**src/rtl/hazard_pkg.sv**
```systemverilog
// Shared types for the hazard scoreboard: entry layout, forwarding encoding, clog2 helper.
package hazard_pkg;

    localparam int unsigned SB_AW_MAX = 8;
    localparam int unsigned SB_AGE_W  = 4;
    localparam int unsigned FWD_RF    = 0;

    typedef struct packed {
        logic                 v;
        logic [SB_AW_MAX-1:0] dst;
        logic                 we;
        logic                 load;
        logic [SB_AGE_W-1:0]  age;
    } sb_entry_t;

    function automatic int unsigned sb_clog2(input int unsigned value);
        int unsigned r;
        r = 0;
        while ((32'd1 << r) < value) begin
            r++;
        end
        return r;
    endfunction

endpackage

```
**src/rtl/hazard_scoreboard_src_match.sv**
```systemverilog
// One source operand against every scoreboard entry; the youngest matching producer wins.
module hs_src_match
    import hazard_pkg::*;
#(
    parameter int unsigned REG_AW = 5,
    parameter int unsigned DEPTH  = 3
) (
    input  logic [REG_AW-1:0]   src,
    input  logic                used,
    input  sb_entry_t           ent [1:DEPTH],
    output logic                hit,
    output logic [SB_AGE_W-1:0] k,
    output logic                is_load
);

    // Scan oldest to youngest so a younger match overwrites an older one.
    always_comb begin
        hit     = 1'b0;
        k       = '0;
        is_load = 1'b0;
        for (int unsigned j = DEPTH; j > 0; j--) begin
            if (used && (src != '0) && ent[j].v && ent[j].we &&
                (ent[j].dst == SB_AW_MAX'(src))) begin
                hit     = 1'b1;
                k       = ent[j].age;
                is_load = ent[j].load;
            end
        end
    end

endmodule

```
**src/rtl/hazard_scoreboard.sv**
```systemverilog
// ID-stage hazard controller: in-flight destination scoreboard, load-use stall,
// branch flush, registered forwarding selects and saturating stall/flush counters.
module hazard_scoreboard
    import hazard_pkg::*;
#(
    parameter int unsigned REG_AW   = 5,
    parameter int unsigned NUM_SRC  = 2,
    parameter int unsigned DEPTH    = 3,
    parameter int unsigned LOAD_LAT = 1,
    parameter int unsigned BR_STAGE = 2,
    parameter int unsigned FWD_W    = sb_clog2(DEPTH),
    parameter int unsigned CNT_W    = 16
) (
    input  logic                       clk,
    input  logic                       rst,
    input  logic                       id_valid,
    input  logic [NUM_SRC*REG_AW-1:0]  id_src,
    input  logic [NUM_SRC-1:0]         id_src_used,
    input  logic [REG_AW-1:0]          id_dst,
    input  logic                       id_we,
    input  logic                       id_load,
    input  logic                       br_taken,
    output logic                       pc_en,
    output logic                       ifid_en,
    output logic                       idex_bubble,
    output logic                       flush_ifid,
    output logic [NUM_SRC*FWD_W-1:0]   fwd_sel,
    output logic [CNT_W-1:0]           stall_cnt,
    output logic [CNT_W-1:0]           flush_cnt
);

    sb_entry_t                ent_q [1:DEPTH];
    sb_entry_t                ent_d [1:DEPTH];
    logic [NUM_SRC-1:0]       src_hit;
    logic [NUM_SRC-1:0]       src_load;
    logic [SB_AGE_W-1:0]      src_k [NUM_SRC];
    logic                     stall;
    logic                     insert;
    logic [NUM_SRC*FWD_W-1:0] fwd_sel_d, fwd_sel_q;
    logic [CNT_W-1:0]         stall_cnt_d, stall_cnt_q;
    logic [CNT_W-1:0]         flush_cnt_d, flush_cnt_q;

    for (genvar i = 0; i < NUM_SRC; i++) begin : g_src
        hs_src_match #(
            .REG_AW (REG_AW),
            .DEPTH  (DEPTH)
        ) u_match (
            .src     (id_src[i*REG_AW +: REG_AW]),
            .used    (id_src_used[i]),
            .ent     (ent_q),
            .hit     (src_hit[i]),
            .k       (src_k[i]),
            .is_load (src_load[i])
        );
    end

    always_comb begin
        stall = 1'b0;
        for (int unsigned i = 0; i < NUM_SRC; i++) begin
            if (src_hit[i] && src_load[i] && (src_k[i] <= SB_AGE_W'(LOAD_LAT))) begin
                stall = 1'b1;
            end
        end
        stall       = stall && id_valid;
        insert      = id_valid && !stall && !br_taken;
        pc_en       = !rst && (br_taken || !stall);
        ifid_en     = !rst && (br_taken || !stall);
        idex_bubble = rst || stall || br_taken;
        flush_ifid  = !rst && br_taken;
    end

    // Entry age equals its stage index, so it doubles as the forwarding distance.
    always_comb begin
        ent_d = '{default: '0};
        if (insert) begin
            ent_d[1].v    = 1'b1;
            ent_d[1].dst  = SB_AW_MAX'(id_dst);
            ent_d[1].we   = id_we;
            ent_d[1].load = id_load;
            ent_d[1].age  = SB_AGE_W'(1);
        end
        for (int unsigned j = 1; j < DEPTH; j++) begin
            ent_d[j+1]     = ent_q[j];
            ent_d[j+1].age = ent_q[j].age + SB_AGE_W'(1);
            if (br_taken && (j < BR_STAGE)) begin
                ent_d[j+1].v = 1'b0;
            end
        end

        for (int unsigned i = 0; i < NUM_SRC; i++) begin
            fwd_sel_d[i*FWD_W +: FWD_W] = FWD_W'(FWD_RF);
            if (insert && src_hit[i] && (src_k[i] < SB_AGE_W'(DEPTH))) begin
                fwd_sel_d[i*FWD_W +: FWD_W] = FWD_W'(src_k[i]);
            end
        end

        stall_cnt_d = stall_cnt_q;
        if (stall && !br_taken && (stall_cnt_q != '1)) begin
            stall_cnt_d = stall_cnt_q + CNT_W'(1);
        end
        flush_cnt_d = flush_cnt_q;
        if (br_taken && (flush_cnt_q != '1)) begin
            flush_cnt_d = flush_cnt_q + CNT_W'(1);
        end
    end

    always_ff @(posedge clk) begin
        if (rst) begin
            ent_q       <= '{default: '0};
            fwd_sel_q   <= '0;
            stall_cnt_q <= '0;
            flush_cnt_q <= '0;
        end else begin
            ent_q       <= ent_d;
            fwd_sel_q   <= fwd_sel_d;
            stall_cnt_q <= stall_cnt_d;
            flush_cnt_q <= flush_cnt_d;
        end
    end

    assign fwd_sel   = fwd_sel_q;
    assign stall_cnt = stall_cnt_q;
    assign flush_cnt = flush_cnt_q;

endmodule

```
**config.mk**
```make
export PLATFORM = sky130hd
export DESIGN_NAME = hazard_scoreboard
export DESIGN_NICKNAME = d
export VERILOG_FILES = /design/src/rtl/hazard_pkg.sv /design/src/rtl/hazard_scoreboard_src_match.sv /design/src/rtl/hazard_scoreboard.sv
export SDC_FILE = /design/constraint.sdc
export NUM_CORES = 1
export LEC_CHECK = 0
export CORE_MARGIN = 3
export CORE_UTILIZATION = 51
export DETAILED_ROUTE_END_ITERATION = 12
export GPL_ROUTABILITY_DRIVEN = 0
export PLACE_DENSITY = 0.8
export SYNTH_ARGS = -nofsm -noshare
export SYNTH_HDL_FRONTEND = slang
export SYNTH_SLANG_ARGS = --single-unit
```
**constraint.sdc**
```tcl
create_clock -name clk -period 5.11 [get_ports clk]
set_input_delay 1.2775 -clock clk [delete_from_list [all_inputs] [get_ports clk]]
set_output_delay 1.2775 -clock clk [all_outputs]
set_load 0.02 [all_outputs]
```
==> flow_summary.ini <==
[synth]
synth_fa_ha_area_share_pct = 1.26
synth_top_cells_by_area = dfxtp_1 44%, xnor2_1 8.8%, nor2b_1 4.4%
synthesis.instances = 331
synth_top_cell_area_share_pct = 43.8
synth_compound_area_share_pct = 9.76
synth_edf_count = 0
synth_area_leader_cell = dfxtp_1
syn_nets = 357
async_flop_share_pct = 0
synth.cell_area_mm2 = 0.00297
yosysWarningCount = 0
avgSynthCellArea_um2 = 8.98
synth_xor_area_share_pct = 13.0
synth_top_family_by_area = simple AND/OR/NAND/NOR gates
synthFlopType = dfxtp_1
synth-seq-cells = 65
synthDistinctLibCells = 46
yosys-mux-area-fraction_pct = 1.05
synthSimpleGateAreaFrac_pct = 28.5
seq_area_frac_synth_pct = 43.8

[critical_path]
crit_path_max_fanout = 4
crit_buf_inv = 2
cp-start-kind = input pin
critPathTopFamily = simple AND/OR/NAND/NOR gates
crit_arrival_ps = 3770
slowest_stage = or4_4
worst_setup_path_end_kind = primary output
critPathKind = input pin to primary output
cp.required_ps = 3830
max_stage_delay_ps = 570
path_cells = clkdlybuf4s50_1, or4_4, o21ai_4, nor4_1, or4bb_1, nand3_2, o21ai_2, nor2b_2, clkdlybuf4s15_2

[clock_network]
clock_path_buffers = 2
clock_sinks = 65
htree_num_levels = 3
cts_root_buf = clkbuf_8
clk_latency_ps = 340
clk_pin_slew_ps = 70
cts_buffers = 9
cts_tree = yes
hold_buffers = 0

[cells_and_area]
final_common_cell = dfxtp_1
nNetsFinal = 453
fin_area_mm2 = 0.00415
final_cell_mix = 65 x dfxtp_1, 56 x clkdlybuf4s50_1, 32 x buf_4
antenna_cells = 0
fin_cells = 504
final_layout_size_suffix_gt1_share_pct = 15.5
n_fill_cell = 417
flow.area_growth_from_synthesis_pct = 39.6

[sta]
finClkSkew_ps = 8.52
period_share_pct = 98.8
finalCriticalPeriod_ps = 5050
setup_viol = 0
max_clock_freq_ghz = 0.198
tightest_slew_ps = 605
hold_viol = 0
drv_slew = 0
hold-worst-slack_ps = 464
slew_headroom_pct = 59.4

[routing]
postRouteAntennaNets = 0
vias = 2663
wl_um = 7330
first_iter_violations = 139
vias_per_cell = 5.28
post-route-drc-count = 0
wl_per_cell_um = 14.5
firstDrtPassIters = 4

[hold_path]
holdCritPathClass = flip-flop to flip-flop

[floorplanning]
io_pins = 63
die_area_mm2 = 0.00678
die_y_um = 82.4
core_area_mm2 = 0.00557
die_w_um = 82.4
initial_core_util_pct = 53.3
core.rowCount = 27

[power_and_ir_drop]
power.share.sequential_pct = 49.0
power_frac_comb_pct = 8.2
vdd_drop_max_mv = 0.200
powerDensity_mw_per_mm2 = 256
p_leak_nw = 1.50
p_switching_w = 0.000239
intPower_w = 0.000825
p_sw_share_pct = 22.4
p_clk_share_pct = 42.8

[grt]
grt-ovfl-total = 0
grt_pass1_wl_um = 12100
grt_pass1_vias = 2623
antenna_found_initial = 0
grt_util_all_layers_pct = 23.6
grt_max_degree = 25

[place]
place_hpwl_um = 5270
portBuffers = 62
post-place-cells = 486
dpl_cell_area_mm2 = 0.00386

[flow_run]
maxCapViolCount = 0

[outcome]
status = complete, no violations
==> state kept, by name (all words and copies together), names as in the netlist <==
signal / count
stall_cnt: 16
flush_cnt: 16
ent_q: 14
fwd_sel: 4
ent_d: 15
==> cell families after synthesis <==
logic type | after synthesis
XOR/XNOR | 44
AND/OR/NAND/NOR | 152
buffers and inverters | 18
multiplexers | 3
flip-flops | 65
adder cells (fa/ha/maj) | 3
AO/OA/AOI/OAI | 46
==> worst paths after layout <==
check	to	slack, ps	cells after the start	startpoint
hold / removal	ent_q[14]$_SDFF_PP0_	460	1	ent_d[14]$_SDFF_PP0_
setup reg to reg	stall_cnt[11]$_SDFFE_PP0P_	2220	9	ent_q[9]$_SDFF_PP0_
hold reg to reg	ent_q[14]$_SDFF_PP0_	460	1	ent_d[14]$_SDFF_PP0_
setup / recovery	pc_en	60	9	id_src[4]
==> routing by layer <==
| layer | vias to the layer above | wire length, um | global-route usage [%] |
|---|---|---|---|
| li1 | 1351 | - | - |
| met1 | 1235 | 3310 | 28.0 |
| met2 | 61 | 3550 | 39.6 |
| met3 | 16 | 270 | 5.10 |
| met4 | 0 | 200 | 12.6 |
| met5 | - | 0 | 0 |
==> power by group through the flow <==
stage / registers [W] / clock network (W) / logic (W)
floorplan: 0.000532 / 0 / 0.0000371
global placement: 0.000532 / 0 / 0.0000821
detailed placement: 0.000533 / 0 / 0.0000841
CTS: 0.000521 / 0.000460 / 0.0000855
global route: 0.000522 / 0.000483 / 0.0000943
finish: 0.000521 / 0.000455 / 0.0000870
==> cell type report <==
cell class	instances	area (um2)	share of cell area (%)
clock buffer	14	173	4.16
tap	72	90.1	2.17
multi-input combinational	248	1660	40.0
sequential	65	1300	31.4
inverter	9	33.8	0.814
timing repair buffer	94	858	20.7
clock inverter	2	35.0	0.844
==> metrics by stage <==
step | total power [W] | utilization, % | setup WS (ps) | setup TNS, ps
floorplan | 0.000569 | - | 528 | 0
global placement | 0.000614 | 69.2 | -266 | -792
detailed placement | 0.000617 | 69.2 | -311 | -915
CTS | 0.00107 | 73.6 | 25.4 | 0
global route | 0.00110 | 74.4 | -30.5 | -58.7
finish | 0.00106 | 74.4 | 60.1 | 0
==> cell usage after synthesis (3+ instances only) <==
master / number
nand3_1: 20
inv_1: 9
xnor2_1: 30
clkbuf_1: 6
o21ai_1: 9
nand2_1: 17
nor2b_1: 21
a21oi_1: 16
or4_1: 5
and3_1: 3
nor4_1: 4
nor2_1: 31
nand4_1: 11
o21ai_0: 6
xor2_1: 14
and2_1: 8
ha_1: 3
or3_1: 11
o31ai_1: 3
nor3_1: 8
dfxtp_1: 65
==> timing repair <==
| action | 4_1_cts | 5_1_grt |
|---|---|---|
| pin swaps | 1 | 3 |
| buffers inserted | 0 | 2 |
| resized for setup | 14 | 11 |
| setup endpoints to repair | 3 | 3 |
Power figures use the tool's default switching activity.
